### src/rtl/clk_period_meter_pkg.sv
// ============================================================================
// Module   : clk_period_meter_pkg
// Brief    : Shared state encoding and constants for the clock period meter.
// Revision : 1.0
// ============================================================================
`default_nettype none
`timescale 1ns/1ps

package clk_period_meter_pkg;

    localparam int SYNC_STAGES = 2;

    typedef enum logic [1:0] {
        IDLE      = 2'd0,
        WAIT_EDGE = 2'd1,
        MEASURE   = 2'd2,
        DONE      = 2'd3
    } state_t;

endpackage

`default_nettype wire

### src/rtl/sync_rise_det.sv
// ============================================================================
// Module   : sync_rise_det
// Brief    : Multi-flop synchronizer with a one-cycle rising-edge strobe.
// Revision : 1.0
// ============================================================================
`default_nettype none
`timescale 1ns/1ps

module sync_rise_det
    import clk_period_meter_pkg::*;
(
    input  logic clk,
    input  logic rst,
    input  logic sig_i,
    output logic sync_o,
    output logic rise_o
);

    logic [SYNC_STAGES-1:0] sync_q;
    logic                   sync_dly_q;

    always_ff @(posedge clk) begin
        if (rst) begin
            sync_q     <= '0;
            sync_dly_q <= 1'b0;
        end else begin
            sync_q     <= {sync_q[SYNC_STAGES-2:0], sig_i};
            sync_dly_q <= sync_q[SYNC_STAGES-1];
        end
    end

    assign sync_o = sync_q[SYNC_STAGES-1];
    assign rise_o = sync_q[SYNC_STAGES-1] & ~sync_dly_q;

endmodule

`default_nettype wire

### src/rtl/clk_period_meter.sv
// ============================================================================
// Module   : clk_period_meter
// Brief    : Measures period and high time of an async periodic input in clk
//            cycles; CLK_PERIOD_METER_CONT_EN selects continuous re-arming.
// Revision : 1.0
// ============================================================================
`default_nettype none
`timescale 1ns/1ps

module clk_period_meter
    import clk_period_meter_pkg::*;
#(
    parameter int          CNT_W       = 16,
    parameter int unsigned TIMEOUT_CYC = 16'hFFFF
) (
    input  logic             clk,
    input  logic             rst,
    input  logic             sig_in,
    input  logic             start,
    output logic             busy,
    output logic             meas_valid,
    input  logic             meas_ready,
    output logic [CNT_W-1:0] period_cycles,
    output logic [CNT_W-1:0] high_cycles,
    output logic             timeout
);

    localparam logic [CNT_W-1:0] TIMEOUT_LIM = CNT_W'(TIMEOUT_CYC);
    localparam logic [CNT_W-1:0] ONE         = CNT_W'(1);

    logic s_sync;
    logic rise;

    state_t           state_q,   state_d;
    logic [CNT_W-1:0] cnt_q,     cnt_d;
    logic [CNT_W-1:0] hi_q,      hi_d;
    logic [CNT_W-1:0] period_q,  period_d;
    logic [CNT_W-1:0] high_q,    high_d;
    logic             timeout_q, timeout_d;

    sync_rise_det u_sync (
        .clk    (clk),
        .rst    (rst),
        .sig_i  (sig_in),
        .sync_o (s_sync),
        .rise_o (rise)
    );

    always_ff @(posedge clk) begin
        if (rst) begin
            state_q   <= IDLE;
            cnt_q     <= '0;
            hi_q      <= '0;
            period_q  <= '0;
            high_q    <= '0;
            timeout_q <= 1'b0;
        end else begin
            state_q   <= state_d;
            cnt_q     <= cnt_d;
            hi_q      <= hi_d;
            period_q  <= period_d;
            high_q    <= high_d;
            timeout_q <= timeout_d;
        end
    end

    always_comb begin
        state_d   = state_q;
        cnt_d     = cnt_q;
        hi_d      = hi_q;
        period_d  = period_q;
        high_d    = high_q;
        timeout_d = timeout_q;

        case (state_q)
            IDLE: begin
                if (start) begin
                    state_d = WAIT_EDGE;
                    cnt_d   = '0;
                end
            end
            WAIT_EDGE: begin
                // The opening rise cycle itself is counted as one high cycle.
                if (rise) begin
                    state_d = MEASURE;
                    cnt_d   = ONE;
                    hi_d    = ONE;
                end else if (cnt_q == TIMEOUT_LIM) begin
                    state_d   = DONE;
                    timeout_d = 1'b1;
                    period_d  = '0;
                    high_d    = '0;
                end else begin
                    cnt_d = cnt_q + ONE;
                end
            end
            MEASURE: begin
                // A closing edge on the limit cycle still yields a good record.
                if (rise) begin
                    state_d   = DONE;
                    period_d  = cnt_q;
                    high_d    = hi_q;
                    timeout_d = 1'b0;
                end else if (cnt_q == TIMEOUT_LIM) begin
                    state_d   = DONE;
                    period_d  = TIMEOUT_LIM;
                    high_d    = hi_q;
                    timeout_d = 1'b1;
                end else begin
                    cnt_d = cnt_q + ONE;
                    hi_d  = hi_q + CNT_W'(s_sync);
                end
            end
            DONE: begin
                if (meas_ready) begin
`ifdef CLK_PERIOD_METER_CONT_EN
                    state_d = WAIT_EDGE;
                    cnt_d   = '0;
`else
                    state_d = IDLE;
`endif
                end
            end
            default: state_d = IDLE;
        endcase
    end

    assign busy          = (state_q != IDLE);
    assign meas_valid    = (state_q == DONE);
    assign period_cycles = period_q;
    assign high_cycles   = high_q;
    assign timeout       = timeout_q;

endmodule

`default_nettype wire
### config.mk
export PLATFORM = sky130hd
export DESIGN_NAME = clk_period_meter
export DESIGN_NICKNAME = d
export VERILOG_FILES = /design/src/rtl/clk_period_meter_pkg.sv /design/src/rtl/sync_rise_det.sv /design/src/rtl/clk_period_meter.sv
export SDC_FILE = /design/constraint.sdc
export NUM_CORES = 1
export LEC_CHECK = 0
export ABC_CLOCK_PERIOD_IN_PS = 2500
export BUFFER_PORTS_ARGS = -buffer_cell sky130_fd_sc_hd__buf_4
export CAP_MARGIN = 20
export CORE_MARGIN = 2
export CORE_UTILIZATION = 46
export DETAILED_ROUTE_END_ITERATION = 6
export GPL_ROUTABILITY_DRIVEN = 0
export PLACE_DENSITY = 0.65
export SLEW_MARGIN = 20
export SYNTH_ARGS = -nofsm -noshare
export SYNTH_HDL_FRONTEND = slang
export SYNTH_HIERARCHICAL = 1
export SYNTH_SLANG_ARGS = --single-unit
### constraint.sdc
create_clock -name clk -period 2.5 [get_ports clk]
set_input_delay 0.375 -clock clk [delete_from_list [all_inputs] [get_ports clk]]
set_output_delay 0.375 -clock clk [all_outputs]
set_load 0.005 [all_outputs]
==> metrics.txt <==
# TYPE chip_impl_metric gauge
chip_impl_info{name="status",value="complete, no violations"} 1
chip_impl_metric{name="achievable-frequency",unit="GHz"} 0.4388
chip_impl_metric{name="cts_hold_repair.buffers",unit=""} 0
chip_impl_metric{name="power.share.clock",unit="%"} 40.7
chip_impl_metric{name="drcViolationCount",unit=""} 0
chip_impl_metric{name="cellInternalPower",unit="W"} 0.001677
chip_impl_metric{name="cts_buffers",unit=""} 9
chip_impl_metric{name="cts_max_path_buffers",unit=""} 2
chip_impl_info{name="clk_root_buffer_cell",value="clkbuf_8"} 1
chip_impl_metric{name="grt_remaining_overflow",unit=""} 0
chip_impl_metric{name="final_antenna_net_count",unit=""} 0
chip_impl_metric{name="synth.net_count",unit=""} 418
chip_impl_metric{name="die_h",unit="um"} 92.34
chip_impl_metric{name="route.met3.wl",unit="um"} 410
chip_impl_metric{name="ir_worst_vdd",unit="uV"} 288.4
chip_impl_metric{name="synth.lib_cells_used.distinct",unit=""} 50
chip_impl_metric{name="pre_cts_ws",unit="ps"} 245.7
chip_impl_metric{name="postSynthAreaPerCell",unit="sq um"} 8.885
chip_impl_metric{name="post_synthesis_instance_area",unit="sq um"} 3590
chip_impl_info{name="top_layer_used",value="met4"} 1
chip_impl_metric{name="cts.reportedPaths.clkPinSlew",unit="ps"} 80
chip_impl_metric{name="smallest_setup_slack_after_layout",unit="ps"} 221.0
chip_impl_metric{name="post-route-cell-area",unit="sq um"} 4167
chip_impl_info{name="most_frequent_cells_in_the_layout",value="dfxtp_1, nand2_1, buf_4"} 1
chip_impl_metric{name="die_area",unit="sq um"} 8527
chip_impl_metric{name="worst_slew_margin_rel",unit="%"} 30.81
chip_impl_metric{name="ys_ff_latch",unit=""} 70
chip_impl_info{name="hold_path_origin",value="sig_in"} 1
chip_impl_metric{name="p_per_area",unit="nW/um^2"} 547.4
chip_impl_metric{name="rows",unit=""} 32
chip_impl_metric{name="cts_sinks",unit=""} 70
chip_impl_metric{name="cp_data_required_time",unit="ps"} 2770
chip_impl_metric{name="share_of_total_power_consumed_by_net_switching",unit="%"} 26.47
chip_impl_metric{name="drive_gt1_share",unit="%"} 16.78
chip_impl_metric{name="finalMaxSlewViolations",unit=""} 0
chip_impl_metric{name="via_per_inst",unit=""} 5.703
chip_impl_info{name="worst_setup_path_startpoint",value="cnt_q[0]"} 1
chip_impl_metric{name="grt_first_pass_wirelength",unit="um"} 13650
chip_impl_metric{name="routed-via-count",unit=""} 3097
chip_impl_metric{name="worstMarginPinSlew",unit="ps"} 1038
chip_impl_metric{name="setup_total_negative_slack",unit="ps"} 0
chip_impl_metric{name="fp.dieW",unit="um"} 92.34
chip_impl_metric{name="cts-resized-gates",unit=""} 0
chip_impl_metric{name="ys.warnings.count",unit=""} 6
chip_impl_info{name="layout.cells.most_common",value="dfxtp_1"} 1
chip_impl_metric{name="placed_instance_area",unit="sq um"} 3969
chip_impl_metric{name="met1_length",unit="um"} 4257
chip_impl_metric{name="timing.hold.ws",unit="ps"} 243.8
chip_impl_metric{name="wirelength",unit="um"} 8105
chip_impl_metric{name="synth_seq_area_share",unit="%"} 39.04
chip_impl_metric{name="floorplan.io_pins",unit=""} 40
chip_impl_metric{name="initial_core_util",unit="%"} 46.94
chip_impl_metric{name="power.sequential.fraction",unit="%"} 49.6
chip_impl_info{name="nature_of_the_critical_path_endpoint",value="register"} 1
chip_impl_metric{name="grt_max_degree",unit=""} 63
chip_impl_info{name="critical_path_class",value="register to register"} 1
chip_impl_metric{name="core_area",unit="sq um"} 7647
chip_impl_metric{name="grt_antenna_before_repair",unit=""} 0
chip_impl_metric{name="nFillCells",unit=""} 709
chip_impl_metric{name="routed_wire_length_per_instance",unit="um"} 14.93
chip_impl_metric{name="layout-area-overhead-vs-synth",unit="%"} 16.07
chip_impl_metric{name="critPathMaxFanout",unit=""} 16
chip_impl_metric{name="synth_cells",unit=""} 404
chip_impl_metric{name="async_reset_ff_share",unit="%"} 0
chip_impl_metric{name="nNetsFinal",unit=""} 450
chip_impl_metric{name="first_global_vias",unit=""} 2779
chip_impl_metric{name="hold_viol",unit=""} 0
chip_impl_metric{name="place.port_buffers",unit=""} 39
chip_impl_metric{name="critPathArrivalTime",unit="ps"} 2550
chip_impl_info{name="rsz0062_at_grt",value="false"} 1
chip_impl_metric{name="synth_edf_count",unit=""} 0
chip_impl_metric{name="antenna-diode-count",unit=""} 0
chip_impl_metric{name="fin_worst_skew",unit="ps"} 9.218
chip_impl_metric{name="ctsHtreeMaxLevel",unit=""} 3
chip_impl_metric{name="power.static_leakage",unit="nW"} 1.574
chip_impl_metric{name="clk-insertion-delay-late",unit="ps"} 340
chip_impl_metric{name="total_switching_power",unit="W"} 0.0006036
chip_impl_info{name="critical_path_source_type",value="register"} 1
chip_impl_info{name="critical_path.reg2reg.startpoint",value="cnt_q[0]"} 1
chip_impl_metric{name="fin_crit_sh",unit="%"} 91.16
chip_impl_metric{name="drv_cap",unit=""} 0
chip_impl_metric{name="met2WireLength",unit="um"} 3364
chip_impl_metric{name="detail_route.first_pass.iterations",unit=""} 5
chip_impl_info{name="yosys_most_used_dff",value="dfxtp_1"} 1
chip_impl_metric{name="cts_setup_buffers",unit=""} 0
chip_impl_metric{name="place.detailed.hpwl",unit="um"} 5592
chip_impl_info{name="worstHoldPathType",value="input pin to register"} 1
chip_impl_metric{name="drt_first_iter_violations",unit=""} 269
chip_impl_metric{name="layout_min_cycle_time",unit="ps"} 2279
chip_impl_metric{name="setup_failing_eps_final",unit=""} 0
chip_impl_metric{name="grtUsageTotal",unit="%"} 19.87
chip_impl_metric{name="comb_power_share",unit="%"} 9.7
chip_impl_info{name="tritoncts_clock_tree",value="yes"} 1
-- through the flow --
step,instances,power (W),utilization [%]
after floorplan,404,0.001313,-
after global placement,527,0.001372,51.90
after detailed placement,527,0.001377,51.90
after CTS,543,0.002298,54.48
after global routing,543,0.002385,54.48
final,543,0.002281,54.48
-- synthesized netlist by cell type (2+ instances only) --
master	n	area [sq um]
o211ai_1	20	150.1
o21ai_0	4	20.02
clkbuf_1	20	75.07
buf_2	4	20.02
and2_1	2	12.51
or4_1	12	90.09
a211oi_1	2	15.01
a21oi_1	18	90.09
o41ai_1	2	17.52
inv_1	12	45.04
o31ai_1	12	90.09
nor4b_1	2	17.52
and4_1	3	26.28
nand2_1	51	191.4
o311ai_0	2	17.52
nand3_1	29	145.1
nor3_1	8	40.04
buf_6	3	33.78
nand4_1	9	56.30
buf_1	2	7.510
a21boi_0	2	15.01
mux2i_1	41	410.4
nor2b_1	6	37.54
or3_1	12	75.07
nor2_1	8	30.03
nor4_1	4	25.02
and3_1	2	12.51
ha_1	9	112.6
o21a_1	5	37.54
nand2b_1	3	18.77
nor3b_1	4	30.03
dfxtp_1	70	1401
a311oi_1	4	35.03
-- layer usage --
layer | vias to the layer above | global-route usage (%)
li1 | 1556 | -
met1 | 1449 | 30.04
met2 | 82 | 28.10
met3 | 10 | 4.394
met4 | 0 | 5.846
met5 | - | 0
-- power groups by stage --
stage / Combinational [W] / Clock [W] / Sequential (W)
global placement: 0.000216 / 0 / 0.00116
CTS: 0.000221 / 0.000946 / 0.00113
detailed placement: 0.000220 / 0 / 0.00116
global route: 0.000245 / 0.00101 / 0.00113
finish: 0.000221 / 0.000929 / 0.00113
floorplan: 0.000158 / 0 / 0.00115
-- critical path, cell delays in order (launching register included) --
cell and delay (ps):
dfxtp_1 430, ha_1 230, nand4_1 260, or4_4 670, a21boi_2 220, buf_12 190, mux2i_1 200
-- area by class of cell --
type	count	area [sq um]	share of cell area, %
Timing Repair Buffer	51	407.9	9.790
Clock buffer	10	127.6	3.063
Inverter	12	45.04	1.081
Sequential cell	70	1401	33.63
Multi-Input combinational cell	292	1987	47.69
Tap cell	102	127.6	3.063
Clock inverter	6	70.07	1.682
-- sequential cells by signal, indices dropped and copies added (netlist names) --
| signal | cells |
|---|---|
| period_cycles | 16 |
| state_q | 2 |
| timeout | 1 |
| high_cycles | 16 |
| u_sync/sync_q | 2 |
| u_sync/sync_dly_q | 1 |
| cnt_q | 16 |
| hi_q | 16 |
-- cell families after synthesis --
family	count (synthesis)	synth area share, %
compound gates	79	15.51
fa+ha+maj	9	3.137
buf+inv	42	5.612
flops	70	39.04
mux	41	11.43
simple gates	163	25.27
-- final timing paths --
kind | slack, ps | endpoint | cells past startpoint
max | 220 | high_cycles[2] | 6
min | 240 | u_sync/sync_q[0] | 2
min reg2reg | 440 | u_sync/sync_q[1] | 1
max reg2reg | 220 | high_cycles[2] | 6
No activity file was read; power rests on OpenSTA's default activity.
